**src/rtl/pc_ir_unit_pkg.sv**
```systemverilog
// Shared datapath definitions: instruction field map, opcodes and next-PC selects.
// Holds the helpers the fetch stage and the decoder both rely on.
package cpu_defs;

  localparam int INSTR_W = 19;

  localparam int OP_MSB  = 18;
  localparam int OP_LSB  = 14;
  localparam int RD_MSB  = 13;
  localparam int RD_LSB  = 10;
  localparam int RS_MSB  = 9;
  localparam int RS_LSB  = 6;
  localparam int RT_MSB  = 5;
  localparam int RT_LSB  = 2;
  localparam int IMM_MSB = 5;
  localparam int IMM_LSB = 0;
  localparam int JMP_MSB = 13;
  localparam int JMP_LSB = 0;
  localparam int JMP_W   = 14;

  localparam logic [4:0] OP_NOP  = 5'd0;
  localparam logic [4:0] OP_ADD  = 5'd1;
  localparam logic [4:0] OP_SUB  = 5'd2;
  localparam logic [4:0] OP_ADDI = 5'd3;
  localparam logic [4:0] OP_LW   = 5'd4;
  localparam logic [4:0] OP_SW   = 5'd5;
  localparam logic [4:0] OP_BEQ  = 5'd6;
  localparam logic [4:0] OP_J    = 5'd7;

  typedef enum logic [1:0] {
    PCSRC_ALU    = 2'b00,
    PCSRC_ALUOUT = 2'b01,
    PCSRC_JUMP   = 2'b10,
    PCSRC_RSVD   = 2'b11
  } pc_src_e;

  function automatic logic [15:0] sext_imm6(input logic [5:0] imm);
    return {{10{imm[5]}}, imm};
  endfunction

endpackage

```
**src/rtl/instr_field_decode.sv**
```systemverilog
// Purely combinational split of the instruction register into its fields.
module instr_field_decode
  import cpu_defs::*;
(
  input  logic [INSTR_W-1:0] ir,
  output logic [4:0]         opcode,
  output logic [3:0]         rd,
  output logic [3:0]         rs,
  output logic [3:0]         rt,
  output logic [15:0]        imm_sext,
  output logic [JMP_W-1:0]   jump_addr
);

  assign opcode    = ir[OP_MSB:OP_LSB];
  assign rd        = ir[RD_MSB:RD_LSB];
  assign rs        = ir[RS_MSB:RS_LSB];
  assign rt        = ir[RT_MSB:RT_LSB];
  assign imm_sext  = sext_imm6(ir[IMM_MSB:IMM_LSB]);
  assign jump_addr = ir[JMP_MSB:JMP_LSB];

endmodule

```
**src/rtl/pc_ir_unit.sv**
```systemverilog
// PC / IR stage of the multicycle datapath: fetch handshake, IR latch,
// ALUOut register and next-PC selection.
module pc_ir_unit
  import cpu_defs::*;
#(
  parameter int PC_W    = 16,
  parameter int INSTR_W = 19
) (
  input  logic               clk,
  input  logic               reset,
  input  logic               IRWrite,
  input  logic               PCWrite,
  input  logic               PCWriteCond,
  input  logic [1:0]         PCSource,
  input  logic               alu_zero,
  input  logic [PC_W-1:0]    alu_result,
  input  logic [INSTR_W-1:0] imem_rdata,
  input  logic               imem_valid,
  output logic [PC_W-1:0]    imem_addr,
  output logic               imem_req,
  output logic [PC_W-1:0]    pc,
  output logic [4:0]         opcode,
  output logic [3:0]         rd,
  output logic [3:0]         rs,
  output logic [3:0]         rt,
  output logic [15:0]        imm_sext,
  output logic [13:0]        jump_addr,
  output logic [PC_W-1:0]    alu_out,
  output logic               instr_valid,
  output logic               stall
);

  logic [PC_W-1:0]    pc_r;
  logic [PC_W-1:0]    alu_out_r;
  logic [INSTR_W-1:0] ir_r;
  logic               pending_r;
  logic               instr_valid_r;
  logic               imem_req_s;
  logic               stall_s;
  logic               fetch_done_s;
  logic               pc_en_s;
  logic [PC_W-1:0]    pc_next_s;
  logic [13:0]        jump_addr_s;

  // A fetch stays outstanding from IRWrite until memory answers.
  assign imem_req_s   = IRWrite | pending_r;
  assign stall_s      = imem_req_s & ~imem_valid;
  assign fetch_done_s = imem_req_s & imem_valid;
  assign pc_en_s      = (PCWrite | (PCWriteCond & alu_zero)) & ~stall_s;

  // Next-PC mux; the reserved select keeps the current PC.
  always_comb begin
    pc_next_s = pc_r;
    case (PCSource)
      PCSRC_ALU:    pc_next_s = alu_result;
      PCSRC_ALUOUT: pc_next_s = alu_out_r;
      PCSRC_JUMP:   pc_next_s[JMP_W-1:0] = jump_addr_s;
      default:      pc_next_s = pc_r;
    endcase
  end

  // Architectural state: PC, IR, ALUOut and the fetch-outstanding flag.
  always_ff @(posedge clk or posedge reset) begin
    if (reset) begin
      pc_r          <= '0;
      alu_out_r     <= '0;
      ir_r          <= '0;
      pending_r     <= 1'b0;
      instr_valid_r <= 1'b0;
    end else begin
      if (pc_en_s) begin
        pc_r <= pc_next_s;
      end
      if (imem_valid) begin
        pending_r <= 1'b0;
      end else if (imem_req_s) begin
        pending_r <= 1'b1;
      end
      if (fetch_done_s) begin
        ir_r          <= imem_rdata;
        instr_valid_r <= 1'b1;
      end
      if (!stall_s) begin
        alu_out_r <= alu_result;
      end
    end
  end

  instr_field_decode u_decode (
    .ir        (ir_r),
    .opcode    (opcode),
    .rd        (rd),
    .rs        (rs),
    .rt        (rt),
    .imm_sext  (imm_sext),
    .jump_addr (jump_addr_s)
  );

  assign jump_addr   = jump_addr_s;
  assign pc          = pc_r;
  assign imem_addr   = pc_r;
  assign alu_out     = alu_out_r;
  assign instr_valid = instr_valid_r;
  assign imem_req    = imem_req_s;
  assign stall       = stall_s;

endmodule

```
**config.mk**
```make
export PLATFORM = sky130hd
export DESIGN_NAME = pc_ir_unit
export DESIGN_NICKNAME = d
export VERILOG_FILES = /design/src/rtl/pc_ir_unit_pkg.sv /design/src/rtl/instr_field_decode.sv /design/src/rtl/pc_ir_unit.sv
export SDC_FILE = /design/constraint.sdc
export NUM_CORES = 1
export LEC_CHECK = 0
export ABC_AREA = 1
export BUFFER_PORTS_ARGS = -buffer_cell sky130_fd_sc_hd__buf_2
export CAP_MARGIN = 10
export CORE_AREA = 2 2 106 108
export DETAILED_ROUTE_END_ITERATION = 12
export DIE_AREA = 0 0 108 110
export PLACE_DENSITY_LB_ADDON = 0.1
export REMOVE_ABC_BUFFERS = 1
export SETUP_SLACK_MARGIN = 0.02
export SYNTH_ARGS = -nofsm -noshare
export SYNTH_HDL_FRONTEND = slang
export SYNTH_SLANG_ARGS = --single-unit
```
**constraint.sdc**
```tcl
create_clock -name clk -period 2.1 [get_ports clk]
set_input_delay 0.63 -clock clk [delete_from_list [all_inputs] [get_ports clk]]
set_output_delay 0.63 -clock clk [all_outputs]
set_load 0.02 [all_outputs]
```
== Word level (Yosys, flattened, before mapping) ==
Cells that the tools add are included.

* $mul: 0
* Divide/modulo/power cells: 0
* Reductions and logical operators: 6
* Shift-type cells: 0
* Muxes and demuxes: 4
* Equal/unequal tests: 2
* Add/sub/neg operators: 0
* Bitwise gates (word level): 8
* Order comparisons: 0

{| class="wikitable"
|+ Operator list
! cell !! count
|-
| $pmux 14 s3 || 1
|-
| $and 1x1->1 || 4
|-
| $pmux 2 s2 || 1
|-
| $reduce_and 2->1 || 2
|-
| $reduce_bool 2->1 || 2
|-
| $reduce_bool 3->1 || 1
|-
| $eq 2x1->1 const B || 1
|-
| $eq 2x2->1 const B || 1
|-
| $logic_not 2->1 || 1
|-
| $mux 1 || 2
|-
| $not 1->1 || 2
|-
| $or 1x1->1 || 2
|}

* ROM bits: 0
* Output and inout bits: 98
* Bits in latches: 0
* Word-level logic and storage cells: 26
* Bits in registers: 53
* Memories kept: 0
* RAM bits: 0
* Input bits: 44

== Logic depth before layout (Yosys ltp) ==
* Depth after elaboration: 5
* Depth in mapped cells: 8
* Mapped depth without buffers: 6

== Cells and area by module ==
A second synthesis with hierarchy kept.

* Cells, all modules: 367
* Area total of the unflattened synthesis: 3000.4 sq um

{| class="wikitable"
|+ Modules (own cells, without submodules)
! module !! sequential area each (sq um) !! cells an instance !! area each (sq um) !! times used
|-
| pc_ir_unit || 1326.3 || 320 || 2647.5 || 1
|-
| instr_field_decode || 0.0 || 47 || 352.8 || 1
|}

== Worst setup path before layout ==
OpenSTA, ideal clock, no wires.

* Path kind: input port to output port
* Start point: input port IRWrite
* End point: output port imem_req
* Required time: 1.470 ns
* Stages on the path: 2
* Setup slack: 0.371 ns
* Arrival: 1.099 ns
* Buffers on the path: 1
* Cells stage by stage: or2_2 > buf_2

* Word-level cells in the longest chain between the ends: 1

{| class="wikitable"
|+ Ends and longest elaborated chain
! what !! line !! text
|-
| start: declaration || pc_ir_unit.sv:11 || <nowiki>input logic IRWrite,</nowiki>
|-
| $or 1x1->1 || pc_ir_unit.sv:46 || <nowiki>assign imem_req_s = IRWrite | pending_r;</nowiki>
|-
| end: declaration || pc_ir_unit.sv:20 || <nowiki>output logic imem_req,</nowiki>
|}

No other way between the ends.

== Worst setup path in the final report ==
* Start point: register pending_r
* End point: output port imem_req

* Word-level cells in the longest chain between the ends: 1

{| class="wikitable"
|+ Ends and longest elaborated chain
! what !! line !! text
|-
| start: declaration || pc_ir_unit.sv:36 || <nowiki>logic pending_r;</nowiki>
|-
| start signal: assignment || pc_ir_unit.sv:68 || <nowiki>pending_r <= 1'b0;</nowiki>
|-
| start signal: assignment || pc_ir_unit.sv:75 || <nowiki>pending_r <= 1'b0;</nowiki>
|-
| start signal: assignment || pc_ir_unit.sv:77 || <nowiki>pending_r <= 1'b1;</nowiki>
|-
| $or 1x1->1 || pc_ir_unit.sv:46 ||
|}

No other way between the ends.

==> summary.txt <==
Status
  • Status: finished, final reports clean

Yosys
  • Cell count after synthesis: 348
  • Synth Register Bits: 53
  • Ys Warns: 0
  • Synth cell types: 16
  • Syn_area_per_cell: 8.212 um^2
  • Cell area after synthesis: 2858 um^2
  • Post-synthesis sequential area ratio: 46.41%

Global routing
  • First-pass GRT wire length: 11.93 mm
  • Met3 GRT Util: 2.469%
  • Pin count of the biggest net entering global routing: 54
  • Met1 usage: 17.00%
  • Most used routing layer: met2
  • Global-route usage over all layers: 13.24%
  • Antenna violations before repair: 0
  • Grt met2 use: 23.18%
  • Vias in the first global route: 2268
  • Gr ovfl total: 0

Route
  • Routed via count: 2443
  • WL/cell: 13.38 um
  • DRC viols: 0
  • Vias/cell: 4.155
  • Initial DRT Pass Iterations: 6
  • Post-DRT Antenna Nets: 0
  • Post-Route WL: 7.865 mm
  • Starting DRT DRC Count: 68

Floorplanning
  • IO Pins: 142
  • Initial Util: 26.71%
  • Core area: 10700 um^2
  • DIE HEIGHT: 110 um
  • Die footprint: 11880 um^2
  • Row count: 38
  • Chip width: 108 um

Clock network
  • Post-CTS Setup Bufs: 0
  • CTS sink count: 53
  • H-tree Lvls: 2
  • Clock Latency Late Sink: 0.30 ns
  • Clock Path Buffers: 2
  • Cts repair resizes: 0
  • Hold bufs inserted after CTS: 0
  • TritonCTS buffer count: 5
  • TritonCTS clock tree: done
  • Clk slew on worst S/H paths: 0.10 ns
  • Root buffer cell: clkbuf_8

Pwr
  • Leak: 2.002 nW
  • Pwr dens: 881.3 nW/um^2
  • Total power: 3.104 mW
  • Max VDD drop: 0.2946 mV

Timing
  • Hold Vio Cnt, Final: 0
  • Final period utilization: 87.73%
  • Relative slew slack: 69.22%
  • Final min period: 1.842 ns
  • Total negative slack: 0 ns
  • RSZ-0062 raised after global routing: no
  • Final setup fails: 0
  • Worst-Margin Slew: 0.4617 ns
  • FMAX: 542.8 MHz
  • Clk_skew: 0.004905 ns
  • Max Slew Vio Count: 0

Worst setup path
  • Crit path DAT: 1.21 ns
  • Req. time, crit path: 1.47 ns
  • Critical path's slowest cell: dfrtp_1
  • Critical path buffers and inverters: 1
  • CP peak stage delay: 0.43 ns
  • Delay-heaviest family, CP: flip-flops
  • R2R setup slack: 0.58 ns
  • Critical path, cell by cell: or2_2 > buf_2
  • CP max FO: 2
  • Worst setup EP type: primary output
  • CP Class: flip-flop to primary output
  • Crit path launch type: flip-flop

Finish
  • Most common cell after layout, fill and taps aside: buf_2
  • Synth-to-layout area growth: 23.25%
  • Fin cells: 588
  • Flip-flop and latch area: 1326 um^2
  • Share of layout cells above drive strength 1: 41.96%
  • ANT cells: 0
  • Nets: 495
  • Multi-input gate area: 1010 um^2
  • Fill cells: 1181
  • Most frequent cells in the layout: 141 x buf_2, 128 x nand2_1, 53 x dfrtp_1

Placement
  • Post-Place Cells: 580
  • GP Congestion: 0.7344
  • PortBufs: 141
  • Post-DP HPWL: 5.538 mm

Worst hold path
  • Worst Hold Class: input port to asynchronous set/reset pin

Run
  • Max Cap Violations: 0
[path summary, 6_finish.rpt]
path,cells past startpoint,startpoint,to
setup / recovery,2,pending_r,imem_req
hold / removal,3,reset,alu_out[9]
setup reg to reg,6,pending_r,ir_r[14]
hold reg to reg,2,instr_valid,instr_valid
max in group asynchronous,3,reset,alu_out[3]
min in group clk,2,instr_valid,instr_valid
[power by group]
group	internal, mW	switching, mW
Clock	0.390	0.351
Sequential	1.16	0.133
Combinational	0.356	0.711
[worst reg2reg max path, delay by kind of cell (launching register included)]
family | cells | cell delay, ns
and+or+nand+nor | 4 | 0.55
buffers and inverters | 2 | 0.48
DFF | 1 | 0.43
[stage by stage]
step	hold slack (ns)	setup slack, ns	util (%)	cell area (um^2)
floorplan	0.5399	-0.3946	-	2430
global placement	0.4609	0.2759	31.84	3406
detailed placement	0.4456	0.2718	31.84	3406
CTS	0.3749	0.2325	32.92	3522
global route	0.3964	0.2177	32.92	3522
finish	0.3659	0.2576	32.92	3522
[kinds of logic (layout without fill, tap and decap cells)]
group / after synthesis / after routing / share of synthesized area [%]
buf+inv: 85 / 185 / 18.26
flops: 53 / 53 / 46.41
simple gates: 173 / 173 / 25.57
compound gates: 33 / 33 / 8.012
fa+ha+maj: 4 / 4 / 1.751
[routing by layer]
layer  vias up  share of wire (%)  wire length (um)
met2        83                 49              3836
met1      1124                 45              3548
met3         4                5.3               415
met5         -                  0                 0
met4         0               0.83                65
li1       1232                  -                 -
[sequential cells by signal, indices dropped and copies added, names as in the netlist]
name,cells
ir_r,19
alu_out,16
pending_r,1
instr_valid,1
imem_addr,16
[final cells by class]
cell class              count  share of cell area, %
flip-flops and latches     53                  37.66
clock buffers               7                  2.451
multi-input cells         210                  28.67
clock inverters             1                 0.8526
repair buffers            152                  22.74
well taps                 140                  4.973
inverters                  25                  2.664
[synthesized netlist by cell type]
master | count | area share, %
nand2_1 | 128 | 17
dfrtp_1 | 53 | 46
buf_4 | 46 | 12
nand3_1 | 34 | 6.0
inv_1 | 23 | 3.0
o21ai_2 | 14 | 4.3
buf_2 | 12 | 2.1
o21ai_0 | 11 | 1.9
o21ai_1 | 7 | 1.2
nand2_2 | 6 | 1.3
ha_1 | 4 | 1.8
or2_2 | 4 | 0.88
buf_6 | 2 | 0.79
inv_2 | 2 | 0.26
nand3_4 | 1 | 0.61
o21ai_4 | 1 | 0.57
Power figures use the tool's default switching activity.
